File: src/rtl/divider_if.sv
`default_nettype none
// +----------------------------------------------------------------------+
// | Module   : divider_if                                                |
// | Purpose  : Issue / writeback bundle between the divide reservation   |
// |            station and the iterative divider.                        |
// | Revision : 1.0  initial release                                      |
// +----------------------------------------------------------------------+
interface divider_if;
  // Issue side
  logic        start;
  logic [31:0] A;
  logic [31:0] B;
  logic        is_signed;
  logic        want_rem;
  logic [4:0]  dst_tag;
  logic [4:0]  dst;
  logic        wr_en;
  // Status / writeback side
  logic        busy;
  logic        done_div;
  logic [31:0] result;
  logic [4:0]  dst_tag_div;
  logic [4:0]  dst_div;
  logic        wr_en_div;

  // Issuer drives the operation, the divider drives status and writeback
  modport master (
    output start, A, B, is_signed, want_rem, dst_tag, dst, wr_en,
    input  busy, done_div, result, dst_tag_div, dst_div, wr_en_div
  );

  modport slave (
    input  start, A, B, is_signed, want_rem, dst_tag, dst, wr_en,
    output busy, done_div, result, dst_tag_div, dst_div, wr_en_div
  );
endinterface
`default_nettype wire

File: src/rtl/divider.sv
`default_nettype none
// +----------------------------------------------------------------------+
// | Module   : divider                                                   |
// | Purpose  : Non-pipelined 32-bit radix-2 restoring divider with       |
// |            signed/unsigned support, quotient or remainder result,    |
// |            and tagged one-cycle writeback pulse.                     |
// | Revision : 1.0  initial release                                      |
// +----------------------------------------------------------------------+
module divider (
  input  wire logic  clk,
  input  wire logic  reset,
  divider_if.slave   bus
);

  typedef enum logic [1:0] {
    IDLE = 2'd0,
    RUN  = 2'd1,
    FIX  = 2'd2
  } state_t;

  state_t      state;
  state_t      state_next;

  // Operation latches captured at the accept edge
  logic [4:0]  tag_q;
  logic [4:0]  dst_q;
  logic        wr_en_q;
  logic        want_rem_q;
  logic        sign_a;
  logic        sign_b;
  logic [31:0] a_orig;

  // Iteration datapath
  logic [31:0] quo;
  logic [31:0] rem;
  logic [31:0] divisor;
  logic [4:0]  count;

  // Registered writeback outputs
  logic        done_r;
  logic        wr_en_div_r;
  logic [31:0] result_r;
  logic [4:0]  dst_tag_div_r;
  logic [4:0]  dst_div_r;

  // Combinational helpers
  logic [31:0] a_mag;
  logic [31:0] b_mag;
  logic [32:0] rem_shift;
  logic        rem_ge;
  logic [31:0] rem_sub;
  logic [31:0] quo_fix;
  logic [31:0] rem_fix;

  // Operand magnitudes; unsigned operands pass straight through
  assign a_mag = (bus.is_signed && bus.A[31]) ? (~bus.A + 32'd1) : bus.A;
  assign b_mag = (bus.is_signed && bus.B[31]) ? (~bus.B + 32'd1) : bus.B;

  // The partial remainder is conceptually 33 bits wide only right after the
  // shift; once the trial subtraction is resolved it always fits in 32 bits,
  // so only 32 bits are stored.
  assign rem_shift = {rem, quo[31]};
  assign rem_ge    = (rem_shift >= {1'b0, divisor});
  assign rem_sub   = rem_shift[31:0] - divisor;

  // Final sign/zero-divisor correction applied during FIX
  always_comb begin
    quo_fix = quo;
    rem_fix = rem;
    if (divisor == 32'd0) begin
      quo_fix = 32'hFFFF_FFFF;
      rem_fix = a_orig;
    end else begin
      if (sign_a ^ sign_b) quo_fix = ~quo + 32'd1;
      if (sign_a)          rem_fix = ~rem + 32'd1;
    end
  end

  // State register
  always_ff @(posedge clk or posedge reset) begin
    if (reset) state <= IDLE;
    else       state <= state_next;
  end

  // Next-state logic
  always_comb begin
    state_next = state;
    case (state)
      IDLE:    if (bus.start) state_next = RUN;
      RUN:     if (count == 5'd31) state_next = FIX;
      FIX:     state_next = IDLE;
      default: state_next = IDLE;
    endcase
  end

  // Operand capture, restoring iterations and writeback registers
  always_ff @(posedge clk or posedge reset) begin
    if (reset) begin
      tag_q         <= 5'd0;
      dst_q         <= 5'd0;
      wr_en_q       <= 1'b0;
      want_rem_q    <= 1'b0;
      sign_a        <= 1'b0;
      sign_b        <= 1'b0;
      a_orig        <= 32'd0;
      quo           <= 32'd0;
      rem           <= 32'd0;
      divisor       <= 32'd0;
      count         <= 5'd0;
      done_r        <= 1'b0;
      wr_en_div_r   <= 1'b0;
      result_r      <= 32'd0;
      dst_tag_div_r <= 5'd0;
      dst_div_r     <= 5'd0;
    end else begin
      done_r      <= 1'b0;
      wr_en_div_r <= 1'b0;
      case (state)
        IDLE: begin
          if (bus.start) begin
            tag_q      <= bus.dst_tag;
            dst_q      <= bus.dst;
            wr_en_q    <= bus.wr_en;
            want_rem_q <= bus.want_rem;
            sign_a     <= bus.is_signed & bus.A[31];
            sign_b     <= bus.is_signed & bus.B[31];
            a_orig     <= bus.A;
            quo        <= a_mag;
            divisor    <= b_mag;
            rem        <= 32'd0;
            count      <= 5'd0;
          end
        end
        RUN: begin
          rem   <= rem_ge ? rem_sub : rem_shift[31:0];
          quo   <= {quo[30:0], rem_ge};
          count <= count + 5'd1;
        end
        FIX: begin
          result_r      <= want_rem_q ? rem_fix : quo_fix;
          done_r        <= 1'b1;
          wr_en_div_r   <= wr_en_q;
          dst_tag_div_r <= tag_q;
          dst_div_r     <= dst_q;
        end
        default: ;
      endcase
    end
  end

  assign bus.busy        = (state != IDLE);
  assign bus.done_div    = done_r;
  assign bus.wr_en_div   = wr_en_div_r;
  assign bus.result      = result_r;
  assign bus.dst_tag_div = dst_tag_div_r;
  assign bus.dst_div     = dst_div_r;

endmodule
`default_nettype wire

File: src/flat_wrapper.sv
// flat-port wrapper written by rule: the top's interface ports become plain ports
module divider_flat 
  (clk, reset, bus_start, bus_A, bus_B, bus_is_signed, bus_want_rem, bus_dst_tag, bus_dst, bus_wr_en, bus_busy, bus_done_div, bus_result, bus_dst_tag_div, bus_dst_div, bus_wr_en_div);
  divider_if bus_i ();
  input  wire logic clk;
  input  wire logic reset;
  input wire logic [$bits(bus_i.start)-1:0] bus_start;
  input wire logic [$bits(bus_i.A)-1:0] bus_A;
  input wire logic [$bits(bus_i.B)-1:0] bus_B;
  input wire logic [$bits(bus_i.is_signed)-1:0] bus_is_signed;
  input wire logic [$bits(bus_i.want_rem)-1:0] bus_want_rem;
  input wire logic [$bits(bus_i.dst_tag)-1:0] bus_dst_tag;
  input wire logic [$bits(bus_i.dst)-1:0] bus_dst;
  input wire logic [$bits(bus_i.wr_en)-1:0] bus_wr_en;
  output wire logic [$bits(bus_i.busy)-1:0] bus_busy;
  output wire logic [$bits(bus_i.done_div)-1:0] bus_done_div;
  output wire logic [$bits(bus_i.result)-1:0] bus_result;
  output wire logic [$bits(bus_i.dst_tag_div)-1:0] bus_dst_tag_div;
  output wire logic [$bits(bus_i.dst_div)-1:0] bus_dst_div;
  output wire logic [$bits(bus_i.wr_en_div)-1:0] bus_wr_en_div;
  assign bus_i.start = bus_start;
  assign bus_i.A = bus_A;
  assign bus_i.B = bus_B;
  assign bus_i.is_signed = bus_is_signed;
  assign bus_i.want_rem = bus_want_rem;
  assign bus_i.dst_tag = bus_dst_tag;
  assign bus_i.dst = bus_dst;
  assign bus_i.wr_en = bus_wr_en;
  assign bus_busy = bus_i.busy;
  assign bus_done_div = bus_i.done_div;
  assign bus_result = bus_i.result;
  assign bus_dst_tag_div = bus_i.dst_tag_div;
  assign bus_dst_div = bus_i.dst_div;
  assign bus_wr_en_div = bus_i.wr_en_div;
  divider u_core (.clk(clk), .reset(reset), .bus(bus_i));
endmodule
File: config.mk
export PLATFORM = sky130hd
export DESIGN_NAME = divider_flat
export DESIGN_NICKNAME = d
export VERILOG_FILES = /design/src/rtl/divider_if.sv /design/src/rtl/divider.sv /design/src/flat_wrapper.sv
export SDC_FILE = /design/constraint.sdc
export NUM_CORES = 1
export LEC_CHECK = 0
export ABC_AREA = 1
export CORE_AREA = 2 2 194 196
export CTS_CLUSTER_SIZE = 30
export DETAILED_ROUTE_END_ITERATION = 10
export DIE_AREA = 0 0 196 198
export PLACE_DENSITY = 0.69
export SETUP_SLACK_MARGIN = 0.2
export SLEW_MARGIN = 20
export SYNTH_ARGS = -nofsm -noshare
export SYNTH_HDL_FRONTEND = slang
export SYNTH_SLANG_ARGS = --single-unit
File: constraint.sdc
create_clock -name clk -period 13.08 [get_ports clk]
set_clock_uncertainty 0.05 [all_clocks]
set_input_delay 3.924 -clock clk [delete_from_list [all_inputs] [get_ports clk]]
set_output_delay 3.924 -clock clk [all_outputs]
set_load 0.03 [all_outputs]
# Word-level counts from Yosys, hierarchy flattened
# Index checks and enable logic that the tools add are counted.
[op_classes]
n_addsub = 6
n_lt_le_gt_ge = 1
n_eq_ne = 5
muxes = 19
bitwise_logic = 7
n_reduce_logical = 9
[ops]
columns = ["operator", "count"]
rows = [
  ["32-bit two-way mux", 10],
  ["32-bit by 1-bit adder with 32-bit output, second input constant", 4],
  ["32-bit inverter", 4],
  ["32-bit case mux with 2 select lines", 2],
  ["33-bit by 32-bit >= comparator with 1-bit output", 1],
  ["32-bit zero test", 1],
  ["32-bit subtractor", 1],
  ["5-bit case mux with 2 select lines", 1],
  ["2-bit AND reduction", 3],
  ["5-bit by 1-bit adder with 5-bit output, second input constant", 1],
  ["5-bit == test, second input constant", 1],
  ["5-bit two-way mux", 1],
  ["2-bit two-way mux", 2],
  ["2-bit case mux with 2 select lines", 1],
  ["2-bit nonzero test", 2],
  ["1-bit bitwise AND", 2],
  ["2-bit by 1-bit == test with 1-bit output, second input constant", 1],
  ["2-bit == test, second input constant", 1],
  ["1-bit logical AND", 2],
  ["2-bit zero test", 1],
  ["1-bit two-way mux", 2],
  ["2-bit by 1-bit inequality test with 1-bit output, second input constant", 1],
  ["2-bit inequality test, second input constant", 1],
  ["1-bit XOR", 1],
]
[word_totals]
regBits = 193
in_bits = 80
output_inout_bits = 45

# Depth between registers and ports, before layout
[logic_depth]
ltp_word = 5
ltp_mapped = 16

# Worst setup path after synthesis
# Ideal clock, no wire load.
[synth_timing]
path_type = "input -> register"
startpoint = "input port bus_A[1]"
endpoint = "register u_core.quo[24]"
setup_time_ps = 127
arrival_ps = 5130
required_ps = 12903
setup_slack_ps = 7773
cell_stages = 11
path_cell_list = "inv_1 -> ha_1 -> nand3_1 -> nor3_1 -> nand3_1 -> nor2_2 -> nand3_1 -> nand2_1 -> nand3_1 -> nand2_1 -> nand3_1"
[synth_between]
elab_chain_len = 5
[synth_lines]
columns = ["element", "line", "source"]
rows = [
  ["from (decl)", "flat_wrapper.sv:8", "input wire logic [$bits(bus_i.A)-1:0] bus_A;"],
  ["32-bit inverter", "divider.sv:56", "assign a_mag = (bus.is_signed && bus.A[31]) ? (~bus.A + 32'd1) : bus.A;"],
  ["32-bit by 1-bit adder with 32-bit output", "divider.sv:56", ""],
  ["32-bit two-way mux", "divider.sv:56", ""],
  ["32-bit two-way mux", "divider.sv:120", "if (bus.start) begin"],
  ["32-bit case mux with 2 select lines", "divider.sv:118", "case (state)"],
  ["to (signal assigned)", "divider.sv:128", "quo <= a_mag;"],
  ["to (signal assigned)", "divider.sv:136", "quo <= {quo[30:0], rem_ge};"],
  ["to (decl)", "divider.sv:34", "logic [31:0] quo;"],
]
# No other way between the ends. The select of a mux whose other input is x is not followed.
# A chain may end at the register's enable or synchronous reset.

# Worst setup path in the final report
[layout_timing]
startpoint = "input port bus_is_signed"
endpoint = "register u_core.divisor[26]"
[layout_between]
elab_chain_len = 2
[layout_lines]
columns = ["element", "line", "source"]
rows = [
  ["from (decl)", "flat_wrapper.sv:10", "input wire logic [$bits(bus_i.is_signed)-1:0] bus_is_signed;"],
  ["1-bit logical AND", "divider.sv:57", "assign b_mag = (bus.is_signed && bus.B[31]) ? (~bus.B + 32'd1) : bus.B;"],
  ["32-bit two-way mux", "divider.sv:57", ""],
  ["to (signal assigned)", "divider.sv:129", "divisor <= b_mag;"],
  ["to (decl)", "divider.sv:36", "logic [31:0] divisor;"],
]
# No other way between the ends.

==> results.json <==
{
  "die_area_um2": 38800,
  "leakagePower_nw": 8.42,
  "ctsResizeCount": 0,
  "yosys-top-cells-area": "dfrtp_1 (33%), nand2_1 (20%), nand3_1 (8.1%)",
  "h_tree_lvls": 4,
  "route.vias.total": 15200,
  "via_per_inst": 5.31,
  "numPortBuffers": 124,
  "floorplan.core_area_um2": 37000,
  "globalRouteOverflowTotal": 0,
  "synth_fp_nets": 2418,
  "postRouteAntennaNets": 0,
  "maxCapViolCount": 0,
  "finalInstanceArea_um2": 16700,
  "power_density_nw_per_um2": 272,
  "maxSlewHeadroom_pct": 37.4,
  "final-hold-violation-count": 0,
  "achievable-frequency_ghz": 0.163,
  "fin_crit_sh_pct": 46.9,
  "clk_pin_slew_ns": 0.08,
  "synth-edff-count": 0,
  "die_ht_um": 198,
  "gr-usage-all-layers_pct": 25.0,
  "peakVddDrop_v": 0.000130,
  "initial_utilization_pct": 39.4,
  "critical_path.slowest_cell": "inv_1",
  "final_cell_count_no_fill": 2861,
  "grt_pass1_wl_mm": 76.0,
  "syn_inst": 2299,
  "timing.final.setup_violations": 0,
  "initial_antenna_violation_count": 0,
  "final.setup.tns_ns": 0,
  "drt-pass1-iter-count": 6,
  "worst_hold_class": "flop to flop",
  "insertedDiodeCount": 0,
  "placed_cells": 2829,
  "run_status": "finished, final reports clean",
  "drt_iter0_markers": 1489,
  "drv_slew": 0,
  "grt_max_degree": 118,
  "post_drt_wl_per_cell_um": 17.0,
  "cts_tree": "yes",
  "cts_hold_buf": 0,
  "worst_pin_slew_ns": 0.937,
  "buffer_count_from_post_cts_setup_fixing": 0,
  "worstPathRequired_ns": 13.36,
  "rsz0062_at_grt": "false",
  "multi_input_comb_area_um2": 8200,
  "hold_path_depth": 2,
  "grt_pass1_vias": 14000,
  "cts_made_buffers": 17,
  "finalNetCount": 2493,
  "r2r.worst_path.cells": 11,
  "crit_chain": "clkdlybuf4s50_1 > nand2_1 > inv_1 > o21ai_1 > or2_2 > nand3_1 > o21ai_1",
  "dominantRegCellSynth": "dfrtp_1",
  "post-synth-top-area-fraction_pct": 33.2,
  "synthesis.area_um2": 14600,
  "root_buffer": "clkbuf_16",
  "cp_data_arrival_time_ns": 6.41,
  "yosys_register_bits": 193,
  "critPathBufInv": 2,
  "timing.critical_path.fanout_max": 33,
  "period_minus_ws_final_ns": 6.13,
  "avgSynthCellArea_um2": 6.34,
  "gp_congestion": 0.984,
  "flow.area_growth_from_synthesis_pct": 14.5,
  "ys_types": 45,
  "clkSinkCount": 193,
  "final_core_utilization_pct": 45.1,
  "register_area_um2": 4830,
  "placed_cell_area_um2": 16100,
  "worst_setup_slack_for_register_to_register_paths_ns": 9.71,
  "synthesis.yosys.warnings": 0,
  "place_hpwl_mm": 37.7,
  "path_common_cell": "o21ai_1",
  "timing_worst_setup_path_type": "input pin to flop",
  "critical_path_s_top_delay_family": "buffers and inverters",
  "timing.critical_path.slowest_cell_delay_ns": 0.80,
  "totalWireLength_mm": 48.6,
  "critPathCaptureType": "flop",
  "drive_gt1_share_pct": 3.27,
  "post-synth-top-area-cell": "dfrtp_1",
  "ioPinCount": 125,
  "cts-root-to-sink-buffers": 2,
  "clk_latency_ns": 0.46,
  "residual_drc_count": 0,
  "chipWidth_um": 196,
  "rows": 71,
  "fillerInstances": 3892,
  "asyncSetResetFlopFracSynth_pct": 100,
  "synth_sequential_area_ratio_pct": 33.2,
  "critical_path_depth": 7,
  "timing.critical_path.from_type": "input pin"
}
-- worst reg2reg max path, cell delays in order (launching register included) --
cell      delay [ns]
dfrtp_1         0.47
ha_1            0.41
nand2_1         0.16
nor2_1          0.31
nand2_1         0.10
nand2_1         0.10
inv_1           0.07
nand2_2         0.08
nand3_2         0.58
nand2_4         0.62
nand2_1         0.20
o211ai_1        0.14
-- where the power goes --
part | leakage (nW) | switching, W | internal, W
Clock | 0.260 | 0.000256 | 0.000253
Combinational | 5.89 | 0.00192 | 0.000971
Sequential | 2.28 | 0.000283 | 0.000857
-- worst paths after layout --
kind / from / to
max reg2reg: u_core.rem[12]$_DFFE_PP0P_ / u_core.quo[0]$_DFFE_PP0P_
min in group asynchronous: reset / u_core.bus.result[28]$_DFFE_PP0P_
max: bus_is_signed / u_core.divisor[26]$_DFFE_PP0P_
min: u_core.tag_q[4]$_DFFE_PP0P_ / u_core.bus.dst_tag_div[4]$_DFFE_PP0P_
min reg2reg: u_core.tag_q[4]$_DFFE_PP0P_ / u_core.bus.dst_tag_div[4]$_DFFE_PP0P_
max in group asynchronous: reset / u_core.divisor[1]$_DFFE_PP0P_
-- registers in the layout (all words and copies together) (netlist names), 2 cells and up --
register / flops
u_core.a_orig: 32
u_core.bus.dst_div: 5
u_core.bus.dst_tag_div: 5
u_core.bus.result: 32
u_core.count: 5
u_core.divisor: 32
u_core.dst_q: 5
u_core.quo: 32
u_core.rem: 32
u_core.state: 2
u_core.tag_q: 5
-- routing by layer --
layer  GRT usage [%]  part of all wire, %
met1            36.6                   47
met4            7.94                  2.6
met5               0                    0
met3            3.36                  6.9
met2            38.3                   44
-- cell usage in the layout, fill, tap and decap left out, types with 37 or more instances in the layout --
master and count:
nand2_1 775, inv_1 302, nand3_1 235, nor2_1 217
dfrtp_1 193, o21ai_0 144, clkdlybuf4s50_1 124, a21oi_1 59
xor2_1 44, ha_1 38, nand4_1 37
-- final cells by class --
cell class | count | area share, %
Clock buffer | 20 | 2.68
Tap cell | 474 | 3.55
Timing Repair Buffer | 134 | 7.91
Sequential cell | 193 | 28.9
Inverter | 316 | 7.15
Multi-Input combinational cell | 1712 | 49.2
Clock inverter | 12 | 0.600
-- synthesized netlist by cell type (4+ instances only) --
cell	instances
buf_2	21
xor2_1	44
dfrtp_1	193
clkbuf_1	34
inv_2	8
nand4_1	37
clkinv_1	4
nand2_1	776
ha_1	38
a31oi_1	7
o21bai_1	5
nand3_1	235
o211ai_1	8
o21ai_1	13
buf_1	15
nand3b_1	19
buf_6	6
o21ai_0	144
nor2_1	219
nor2_2	6
nor3_1	17
or2_2	7
a22oi_1	27
o22ai_1	7
xnor2_1	16
a21oi_1	59
inv_1	304
-- kinds of logic after synthesis --
group	share of synthesized area, %
AND/OR/NAND/NOR	38.4
buffers and inverters	10.7
AO/OA/AOI/OAI	10.6
flip-flops	33.2
XOR/XNOR	3.72
adder cells (fa/ha/maj)	3.40
-- through the flow --
step	setup WS (ns)	hold WS, ns	total power, W
3_3_place_gp	6.63	0.412	0.00394
6_report	6.95	0.430	0.00454
2_1_floorplan	3.85	0.392	0.00315
5_1_grt	6.77	0.451	0.00497
3_5_place_dp	6.51	0.415	0.00399
4_1_cts	7.01	0.435	0.00451
No activity file was read; power rests on OpenSTA's default activity.
